### config.mk
export PLATFORM = sky130hd
export DESIGN_NAME = clock_bcd_converter
export DESIGN_NICKNAME = d
export VERILOG_FILES = /design/src/rtl/clock_bcd_pkg.sv /design/src/rtl/clock_bcd_converter_dabble_core.sv /design/src/rtl/clock_bcd_converter.sv
export SDC_FILE = /design/constraint.sdc
export NUM_CORES = 1
export LEC_CHECK = 0
export ABC_AREA = 1
export BUFFER_PORTS_ARGS = -buffer_cell sky130_fd_sc_hd__buf_2
export CORE_ASPECT_RATIO = 0.9
export CORE_MARGIN = 2
export CORE_UTILIZATION = 40
export DETAILED_ROUTE_END_ITERATION = 10
export GPL_ROUTABILITY_DRIVEN = 1
export HOLD_SLACK_MARGIN = 0.12
export PLACE_DENSITY_LB_ADDON = 0.12
export SETUP_SLACK_MARGIN = 0.02
export SYNTH_ARGS = -nofsm -noshare
export SYNTH_HDL_FRONTEND = slang
export SYNTH_SLANG_ARGS = --single-unit
### constraint.sdc
create_clock -name clk -period 4.3 [get_ports clk]
set_input_delay 0.645 -clock clk [delete_from_list [all_inputs] [get_ports clk]]
set_output_delay 0.645 -clock clk [all_outputs]
set_load 0.05 [all_outputs]
### src/rtl/clock_bcd_pkg.sv
// Shared types and constants for the clock BCD converter:
// field enum, field widths/limits, FSM state encoding.
package clock_bcd_pkg;

    typedef enum logic [2:0] {
        FLD_SEC,
        FLD_MIN,
        FLD_HOUR,
        FLD_DAY,
        FLD_MONTH,
        FLD_YEAR
    } fld_e;

    localparam int NUM_FLD     = 6;
    localparam int FLD_DIGITS  = 2;
    localparam int YEAR_DIGITS = 4;
    localparam int BCD_W       = 4 * YEAR_DIGITS;

    localparam int SEC_W   = 6;
    localparam int MIN_W   = 6;
    localparam int HOUR_W  = 5;
    localparam int DAY_W   = 5;
    localparam int MONTH_W = 4;

    localparam int SEC_MAX   = 59;
    localparam int MIN_MAX   = 59;
    localparam int HOUR_MAX  = 23;
    localparam int DAY_MIN   = 1;
    localparam int DAY_MAX   = 31;
    localparam int MONTH_MIN = 1;
    localparam int MONTH_MAX = 12;
    localparam int YEAR_MAX  = 9999;

    typedef logic [2:0] state_t;

    localparam state_t ST_IDLE  = 3'd0;
    localparam state_t ST_LOAD  = 3'd1;
    localparam state_t ST_SHIFT = 3'd2;
    localparam state_t ST_STORE = 3'd3;
    localparam state_t ST_DONE  = 3'd4;

    function automatic logic [4:0] fld_width(fld_e f, int year_w);
        logic [4:0] w;
        unique case (f)
            FLD_SEC:   w = 5'(SEC_W);
            FLD_MIN:   w = 5'(MIN_W);
            FLD_HOUR:  w = 5'(HOUR_W);
            FLD_DAY:   w = 5'(DAY_W);
            FLD_MONTH: w = 5'(MONTH_W);
            default:   w = 5'(year_w);
        endcase
        return w;
    endfunction

endpackage

### src/rtl/clock_bcd_converter_dabble_core.sv
// Serial double-dabble engine: one 16-bit BCD register fed
// from a left-justified binary shift register.
module bcd_dabble_core
    import clock_bcd_pkg::*;
#(
    parameter int BIN_W = 14
) (
    input  logic             clk,
    input  logic             rst_n,
    input  logic             load_i,
    input  logic             shift_en_i,
    input  logic [BIN_W-1:0] bin_i,
    output logic [BCD_W-1:0] bcd_o
);

    logic [BCD_W-1:0] bcd_q, bcd_d;
    logic [BIN_W-1:0] bin_q, bin_d;
    logic [BCD_W-5:0] adj_lo;
    logic [2:0]       adj_top;

    always_comb begin
        adj_lo = '0;
        for (int i = 0; i < YEAR_DIGITS - 1; i++) begin
            adj_lo[4*i +: 4] = (bcd_q[4*i +: 4] >= 4'd5)
                             ? bcd_q[4*i +: 4] + 4'd3
                             : bcd_q[4*i +: 4];
        end
        // The top digit's carry falls off the register, so only 3 bits matter.
        adj_top = bcd_q[BCD_W-2 -: 3]
                + ((bcd_q[BCD_W-1 -: 4] >= 4'd5) ? 3'd3 : 3'd0);

        bcd_d = bcd_q;
        bin_d = bin_q;
        if (load_i) begin
            bcd_d = '0;
            bin_d = bin_i;
        end else if (shift_en_i) begin
            bcd_d = {adj_top, adj_lo, bin_q[BIN_W-1]};
            bin_d = bin_q << 1;
        end
    end

    always_ff @(posedge clk or negedge rst_n) begin
        if (!rst_n) begin
            bcd_q <= '0;
            bin_q <= '0;
        end else begin
            bcd_q <= bcd_d;
            bin_q <= bin_d;
        end
    end

    assign bcd_o = bcd_q;

endmodule

### src/rtl/clock_bcd_converter.sv
// Converts captured time/date fields to 14 BCD digits via one shared
// double-dabble core. Optional range checking: BCD_RANGE_CHECK_EN.
module clock_bcd_converter
    import clock_bcd_pkg::*;
#(
    parameter int YEAR_W = 14
) (
    input  logic              clk,
    input  logic              rst_n,
    input  logic              start,
    input  logic [5:0]        sec_bin,
    input  logic [5:0]        min_bin,
    input  logic [4:0]        hour_bin,
    input  logic [4:0]        day_bin,
    input  logic [3:0]        month_bin,
    input  logic [YEAR_W-1:0] year_bin,
    output logic              busy,
    output logic              valid,
    output logic [3:0]        sec_bcd1,
    output logic [3:0]        sec_bcd0,
    output logic [3:0]        min_bcd1,
    output logic [3:0]        min_bcd0,
    output logic [3:0]        hour_bcd1,
    output logic [3:0]        hour_bcd0,
    output logic [3:0]        day_bcd1,
    output logic [3:0]        day_bcd0,
    output logic [3:0]        month_bcd1,
    output logic [3:0]        month_bcd0,
    output logic [3:0]        year_bcd3,
    output logic [3:0]        year_bcd2,
    output logic [3:0]        year_bcd1,
    output logic [3:0]        year_bcd0,
    output logic              range_err
);

    localparam int D2_W = 4 * FLD_DIGITS;

    state_t            state_q, state_d;
    fld_e              fld_q, fld_d;
    logic [4:0]        bit_q, bit_d;
    logic [4:0]        fld_w;

    logic [5:0]        sec_s_q, min_s_q;
    logic [4:0]        hour_s_q, day_s_q;
    logic [3:0]        mon_s_q;
    logic [YEAR_W-1:0] year_s_q;

    logic              busy_q, valid_q;
    logic [D2_W-1:0]   bank_q [NUM_FLD-1];
    logic [BCD_W-1:0]  bank_yr_q;
    logic [D2_W-1:0]   out_q [NUM_FLD-1];
    logic [BCD_W-1:0]  out_yr_q;

    logic [YEAR_W-1:0] load_val;
    logic [BCD_W-1:0]  bcd;
    logic [NUM_FLD-1:0] bad;
    logic              capture;

    assign capture = (state_q == ST_IDLE) && start;
    assign fld_w   = fld_width(fld_q, YEAR_W);

    // Fields are left-justified so the core always shifts from its MSB.
    always_comb begin
        load_val = '0;
        unique case (fld_q)
            FLD_SEC:   load_val[YEAR_W-1 -: 6] = sec_s_q;
            FLD_MIN:   load_val[YEAR_W-1 -: 6] = min_s_q;
            FLD_HOUR:  load_val[YEAR_W-1 -: 5] = hour_s_q;
            FLD_DAY:   load_val[YEAR_W-1 -: 5] = day_s_q;
            FLD_MONTH: load_val[YEAR_W-1 -: 4] = mon_s_q;
            default:   load_val = year_s_q;
        endcase
    end

    bcd_dabble_core #(
        .BIN_W (YEAR_W)
    ) u_core (
        .clk        (clk),
        .rst_n      (rst_n),
        .load_i     (state_q == ST_LOAD),
        .shift_en_i (state_q == ST_SHIFT),
        .bin_i      (load_val),
        .bcd_o      (bcd)
    );

    always_comb begin
        state_d = state_q;
        fld_d   = fld_q;
        bit_d   = bit_q;
        unique case (state_q)
            ST_IDLE: begin
                if (start) begin
                    state_d = ST_LOAD;
                    fld_d   = FLD_SEC;
                end
            end
            ST_LOAD: begin
                state_d = ST_SHIFT;
                bit_d   = fld_w - 5'd1;
            end
            ST_SHIFT: begin
                if (bit_q == '0) state_d = ST_STORE;
                else             bit_d   = bit_q - 5'd1;
            end
            ST_STORE: begin
                if (fld_q == FLD_YEAR) begin
                    state_d = ST_DONE;
                end else begin
                    state_d = ST_LOAD;
                    fld_d   = fld_e'(fld_q + 3'd1);
                end
            end
            default: state_d = ST_IDLE;
        endcase
    end

`ifdef BCD_RANGE_CHECK_EN
    logic err_q;

    always_comb begin
        bad = '0;
        bad[FLD_SEC]   = int'(sec_s_q) > SEC_MAX;
        bad[FLD_MIN]   = int'(min_s_q) > MIN_MAX;
        bad[FLD_HOUR]  = int'(hour_s_q) > HOUR_MAX;
        bad[FLD_DAY]   = int'(day_s_q) < DAY_MIN
                      || int'(day_s_q) > DAY_MAX;
        bad[FLD_MONTH] = int'(mon_s_q) < MONTH_MIN
                      || int'(mon_s_q) > MONTH_MAX;
        bad[FLD_YEAR]  = int'(year_s_q) > YEAR_MAX;
    end

    always_ff @(posedge clk or negedge rst_n) begin
        if (!rst_n)                 err_q <= 1'b0;
        else if (state_q == ST_DONE) err_q <= |bad;
    end

    assign range_err = err_q;
`else
    assign bad       = '0;
    assign range_err = 1'b0;
`endif

    always_ff @(posedge clk or negedge rst_n) begin
        if (!rst_n) begin
            state_q   <= ST_IDLE;
            fld_q     <= FLD_SEC;
            bit_q     <= '0;
            sec_s_q   <= '0;
            min_s_q   <= '0;
            hour_s_q  <= '0;
            day_s_q   <= '0;
            mon_s_q   <= '0;
            year_s_q  <= '0;
            busy_q    <= 1'b0;
            valid_q   <= 1'b0;
            bank_yr_q <= '0;
            out_yr_q  <= '0;
            for (int i = 0; i < NUM_FLD - 1; i++) begin
                bank_q[i] <= '0;
                out_q[i]  <= '0;
            end
        end else begin
            state_q <= state_d;
            fld_q   <= fld_d;
            bit_q   <= bit_d;
            valid_q <= (state_q == ST_DONE);
            if (capture) begin
                sec_s_q  <= sec_bin;
                min_s_q  <= min_bin;
                hour_s_q <= hour_bin;
                day_s_q  <= day_bin;
                mon_s_q  <= month_bin;
                year_s_q <= year_bin;
                busy_q   <= 1'b1;
            end
            if (state_q == ST_STORE) begin
                if (fld_q == FLD_YEAR) bank_yr_q     <= bcd;
                else                   bank_q[fld_q] <= bcd[D2_W-1:0];
            end
            if (state_q == ST_DONE) begin
                busy_q   <= 1'b0;
                out_yr_q <= bad[FLD_YEAR] ? '1 : bank_yr_q;
                for (int i = 0; i < NUM_FLD - 1; i++) begin
                    out_q[i] <= bad[i] ? '1 : bank_q[i];
                end
            end
        end
    end

    assign busy       = busy_q;
    assign valid      = valid_q;
    assign sec_bcd1   = out_q[FLD_SEC][7:4];
    assign sec_bcd0   = out_q[FLD_SEC][3:0];
    assign min_bcd1   = out_q[FLD_MIN][7:4];
    assign min_bcd0   = out_q[FLD_MIN][3:0];
    assign hour_bcd1  = out_q[FLD_HOUR][7:4];
    assign hour_bcd0  = out_q[FLD_HOUR][3:0];
    assign day_bcd1   = out_q[FLD_DAY][7:4];
    assign day_bcd0   = out_q[FLD_DAY][3:0];
    assign month_bcd1 = out_q[FLD_MONTH][7:4];
    assign month_bcd0 = out_q[FLD_MONTH][3:0];
    assign year_bcd3  = out_yr_q[15:12];
    assign year_bcd2  = out_yr_q[11:8];
    assign year_bcd1  = out_yr_q[7:4];
    assign year_bcd0  = out_yr_q[3:0];

endmodule

; Yosys cells after proc, flatten, opt, wreduce, memory -nomap -nowiden
; Cells that the tools add are included.
; Widths: inputs -> output; s select.
[word_totals]
register_bits = 195
elab_cells = 97
input_bits = 43
output_inout_bits = 59
[classes]
muxes = 27
eq_ne = 13
addsub = 7
n_lt_le_gt_ge = 6
n_reduce_logical = 17
n_bitwise = 2
[op_table]
columns = operator, count
row1 = $bwmux 40, 1
row2 = $mux 16, 2
row3 = $mux 14, 2
row4 = $demux 8 s3, 1
row5 = $pmux 4 s5, 1
row6 = $ge 4x3->1 const B, 4
row7 = $mux 8, 2
row8 = $mux 3, 5
row9 = $add 4x2->4 const B, 3
row10 = $eq 3x2->1 const B, 4
row11 = $mux 4, 3
row12 = $pmux 3 s4, 1
row13 = $pmux 4 s3, 1
row14 = $pmux 5 s2, 1
row15 = $sub 5x1->5 const B, 2
row16 = $eq 3x3->1 const B, 3
row17 = $ne 2x2->1 const B, 4
row18 = $reduce_and 2->1, 4
row19 = $eq 3x1->1 const B, 2
row20 = $logic_not 3->1, 2
row21 = $pmux 3 s2, 1
row22 = $reduce_bool 2->1, 3
row23 = $logic_not 5->1, 1
row24 = $mux 5, 1
row25 = other kinds (15), 18

; Depth between registers and ports, before layout
[logic_depth]
depth_word = 6
depth_mapped = 12
depth_no_buf = 12

; Hierarchy
; A second synthesis with hierarchy kept.
[hier_totals]
hier_cells = 980
area_unflattened_um2 = 8567.0
[modules_own_cells]
columns = module, seq_area_each_um2, instances, area_per_inst_um2, cells_per_inst
row1 = clock_bcd_converter, 4129.0, 1, 6875.3, 778
row2 = bcd_dabble_core, 750.7, 1, 1691.6, 202

; Least setup slack after synthesis
; Ideal clock, no wire load.
[synth_timing]
kind = reg-to-reg
startpoint = register fld_q[0]
endpoint = register bit_q[2]
path_buffers = 0
path_stages_with_launch = 11
path_slack_ns = 2.456
synth_period_minus_slack_ns = 1.844
required_ns = 4.183
setup_time_ns = 0.117
arrival_time_ns = 1.727
path_cell_list = dfrtp_1 -> inv_1 -> ha_1 -> nand2_1 -> inv_1 -> nor3_1 -> a21oi_1 -> ha_1 -> xor2_1 -> nand2_1 -> nand2_1
[synth_via]
elab_chain_len = 5
word_cells_on_any_way = 10
classes_between = 1 x add/sub / 4 x eq/ne / 2 x mux / 3 x reduce/logical
[synth_lines]
columns = item, line_no
row1 = "start, declared", clock_bcd_converter.sv:39  ; fld_e fld_q, fld_d;
row2 = "start signal, assigned", clock_bcd_converter.sv:164  ; fld_q <= fld_d;
row3 = "$eq 3x2->1, or another cell as far along", clock_bcd_pkg.sv:44  ; unique case (f)
row4 = $reduce_or 2->1 (no source line), --
row5 = $pmux 4 s3 *, clock_bcd_pkg.sv:44
row6 = $sub 5x1->5 *, clock_bcd_converter.sv:99  ; bit_d = fld_w - 5'd1;
row7 = $pmux 5 s2 *, clock_bcd_converter.sv:90  ; unique case (state_q)
row8 = "end signal, assigned", clock_bcd_converter.sv:165  ; bit_q <= bit_d;
row9 = "end, declared", clock_bcd_converter.sv:40  ; logic [4:0] bit_q, bit_d;
; Mark *: on every way between the ends. The rest lies on a longest branch, timed or not.
; A chain may end at the register's enable or synchronous reset.

; Worst setup path after layout
[layout_timing]
startpoint = register state_q[0]
endpoint = register u_core.bin_q[9]
[layout_via]
elab_chain_len = 2
word_cells_on_any_way = 4
classes_between = 2 x eq/ne / 1 x mux / 1 x reduce/logical
[layout_lines]
columns = item, line_no
row1 = "start, declared", clock_bcd_converter.sv:38  ; state_t state_q, state_d;
row2 = "start signal, assigned", clock_bcd_converter.sv:163  ; state_q <= state_d;
row3 = $eq 3x1->1 / $eq 3x2->1 (equally long branches), "clock_bcd_converter.sv:80, clock_bcd_converter.sv:81"
row4 = $mux 14 / $reduce_bool 2->1 (equally long branches), --
row5 = "end signal, assigned", clock_bcd_converter_dabble_core.sv:49  ; bin_q <= bin_d;
row6 = "end, declared", clock_bcd_converter_dabble_core.sv:17  ; logic [BIN_W-1:0] bin_q, bin_d;
; Parallel ways exist; a longest one is shown, timed or not.

==> results_dict.tcl <==
set metrics [dict create \
    period_minus_slack_ps 2250 \
    crit_path_top_delay_cell "nand2_1" \
    final_util 0.474 \
    regToRegStartpoint "state_q[0]$_DFFE_PN0P_" \
    crit_path_end_kind "flip-flop" \
    syn_inst 858 \
    yosys.area.top_type_share 0.590 \
    worst_slack_ps 2050 \
    vdd.ir_drop.worst_mv 0.266 \
    antenna_left 0 \
    cts_root_buf "clkbuf_16" \
    relSlewSlack 0.370 \
    clock_latency_ps 440 \
    synth-seq-area-share 0.590 \
    synth-main-ff-cell "dfrtp_1" \
    fmax_mhz 445 \
    vias 5894 \
    drtIter0Drc 306 \
    die_w_um 156 \
    critPathBufInv 2 \
    synth.most_common_cell "nand2_1" \
    path_clk_slew_ps 70 \
    cts_resized 0 \
    hold_viol_final 0 \
    multiInputGateArea_um2 2980 \
    dieArea_um2 21800 \
    maxCapViolCount 0 \
    setup_viol 0 \
    worst_pin_slew_ps 943 \
    routabilityCongestion 0.781 \
    hpwl_um 11900 \
    fin_nets 1010 \
    cts_buffers 17 \
    antennaDiodeCount 0 \
    clock-sinks 195 \
    fp.dieH_um 140 \
    tns_ps 0 \
    slowest_delay_ps 640 \
    reg2reg_depth 6 \
    viasPerCell 4.83 \
    critPathTopFamily "simple AND/OR/NAND/NOR gates" \
    layoutNonFillerInstCount 1220 \
    syn_area_um2 8270 \
    finalCritPeriodShare 0.522 \
    area_growth_pct 15.3 \
    grt_max_degree 86 \
    dp.cells 1189 \
    netlist.top_cell.by_area "dfrtp_1" \
    first_pass_iters 5 \
    fillers 2007 \
    worstPathRequired_ps 4620 \
    core_area_um2 20100 \
    crit_fanout 27 \
    dp_slack_ps 2030 \
    grt_pass1_wl_um 30700 \
    critPathLaunchType "flip-flop" \
    start_util 0.411 \
    synth-seq-cells 195 \
    status "completed" \
    avgSynthCellArea_um2 9.64 \
    gr-total-overflow 0 \
    synth-edff-count 0 \
    synth.area.top_cells "dfrtp_1, nand2_1, mux2_1, o21ai_0, ha_1" \
    grt_pass1_vias 5893 \
    synth-async-reset-ratio 1.00 \
    drc 0 \
    grt_setup_unrepaired "false" \
    regToRegSetupSlack_ps 2050 \
    postCtsSetupBuffers 0 \
    port_buffers 100 \
    clock_path_buffers 2 \
    cts_hold_buf 0 \
    drt_wl_total_um 18000 \
    htreeDepth 4 \
    leakage_nw 4.94 \
    placementRows 49 \
    antenna_found_initial 0 \
    avgRoutedWirePerCell_um 14.8 \
    ios 102 \
    arrival_ps 2570 \
    syn_nets 915 \
    hold_class "primary input to asynchronous set/reset pin" \
    ys_top_cells_by_count "nand2_1, dfrtp_1, o21ai_0" \
    clock_skew_ps 10.1 \
    crit_type "flip-flop to flip-flop" \
    synthDistinctLibCells 41 \
    cts_tree "yes" \
    final-seq-area_um2 4880 \
    drive_gt1_frac 0.181 \
    power_density_nw_per_um2 582 \
    track_usage 0.177 \
    power_mw 5.55 \
    yosysWarnings 0 \
    crit_chain "inv_2 -> nand2_2 -> nand2_1 -> buf_4 -> nor2_1 -> a21oi_1" \
    finalMaxSlewViolations 0 \
    r2r-end "u_core.bin_q[9]$_DFFE_PN0N_" \
]
[metal layers]
| metal | wire, um | GRT usage | up-vias |
|---|---|---|---|
| met2 | 7920 | 0.267 | 112 |
| met5 | 0 | 0 | - |
| met1 | 9240 | 0.260 | 2805 |
| met4 | 193 | 0.0526 | 0 |
| met3 | 676 | 0.0359 | 19 |
| li1 | - | - | 2958 |
[worst max-delay path by stage]
stage	start	end	cells past startpoint
4_1_cts	state_q[2]$_DFFE_PN0P_	u_core.bin_q[8]$_DFFE_PN0N_	6
3_3_place_gp	state_q[0]$_DFFE_PN0P_	u_core.bin_q[7]$_DFFE_PN0N_	6
3_5_place_dp	state_q[2]$_DFFE_PN0P_	u_core.bin_q[8]$_DFFE_PN0N_	6
6_report	state_q[0]$_DFFE_PN0P_	u_core.bin_q[9]$_DFFE_PN0N_	6
5_1_grt	state_q[0]$_DFFE_PN0P_	u_core.bin_q[7]$_DFFE_PN0N_	6
2_1_floorplan	fld_q[0]$_DFFE_PN0P_	bit_q[2]$_DFFE_PN0P_	10
[sequential cells by signal (all words and copies together), names as in the netlist, 5 cells and up]
register      flops
bank_q           40
bank_yr_q        16
bit_q             5
day_s_q           5
hour_s_q          5
min_s_q           6
out_yr_q         16
sec_s_q           6
u_core.bcd_o     16
u_core.bin_q     14
year_s_q         14
[power breakdown]
part / switching, mW / internal [mW] / total (mW)
logic: 0.939 / 0.517 / 1.46
registers: 0.244 / 2.23 / 2.48
clock network: 0.732 / 0.886 / 1.62
[placed cells by master (no fill, tap or decap), drive strengths merged]
cell / instances
nand2: 328
dfrtp: 195
buf: 107
o21ai: 94
inv: 53
nor2: 37
mux2: 36
nand3: 28
clkbuf: 20
ha: 13
a21oi: 12
clkinv: 7
a31oi: 6
o22ai: 6
nand4: 4
nor3: 3
xor2: 2
o2111ai: 2
o211ai: 2
bufinv: 2
a22o: 1
xnor2: 1
o21a: 1
a22oi: 1
a21boi: 1
fa: 1
conb: 1
clkinvlp: 1
[kinds of logic (layout without fill, tap and decap cells)]
| kind of cell | count (synthesis) | after routing | share of synthesized area |
|---|---|---|---|
| XOR/XNOR | 3 | 3 | 0.00318 |
| buffers and inverters | 83 | 190 | 0.0495 |
| flip-flops | 195 | 195 | 0.590 |
| adder cells (fa/ha/maj) | 14 | 14 | 0.0221 |
| multiplexers | 36 | 36 | 0.0490 |
| AO/OA/AOI/OAI | 126 | 126 | 0.0846 |
| other | 1 | 1 | 0.000453 |
| AND/OR/NAND/NOR | 400 | 400 | 0.201 |
[stage by stage]
step	hold WS, ps	cell area (um2)
after floorplan	349	8270
after global placement	450	8950
after detailed placement	453	8950
after CTS	282	9540
after global routing	305	9540
final	232	9540
[layout make-up]
type	count	share of cell area
repair buffers	108	0.0597
flip-flops and latches	195	0.512
well taps	255	0.0335
multi-input cells	580	0.313
clock buffers	19	0.0464
clock inverters	12	0.0154
inverters	51	0.0206
No activity file was read; power rests on OpenSTA's default activity.
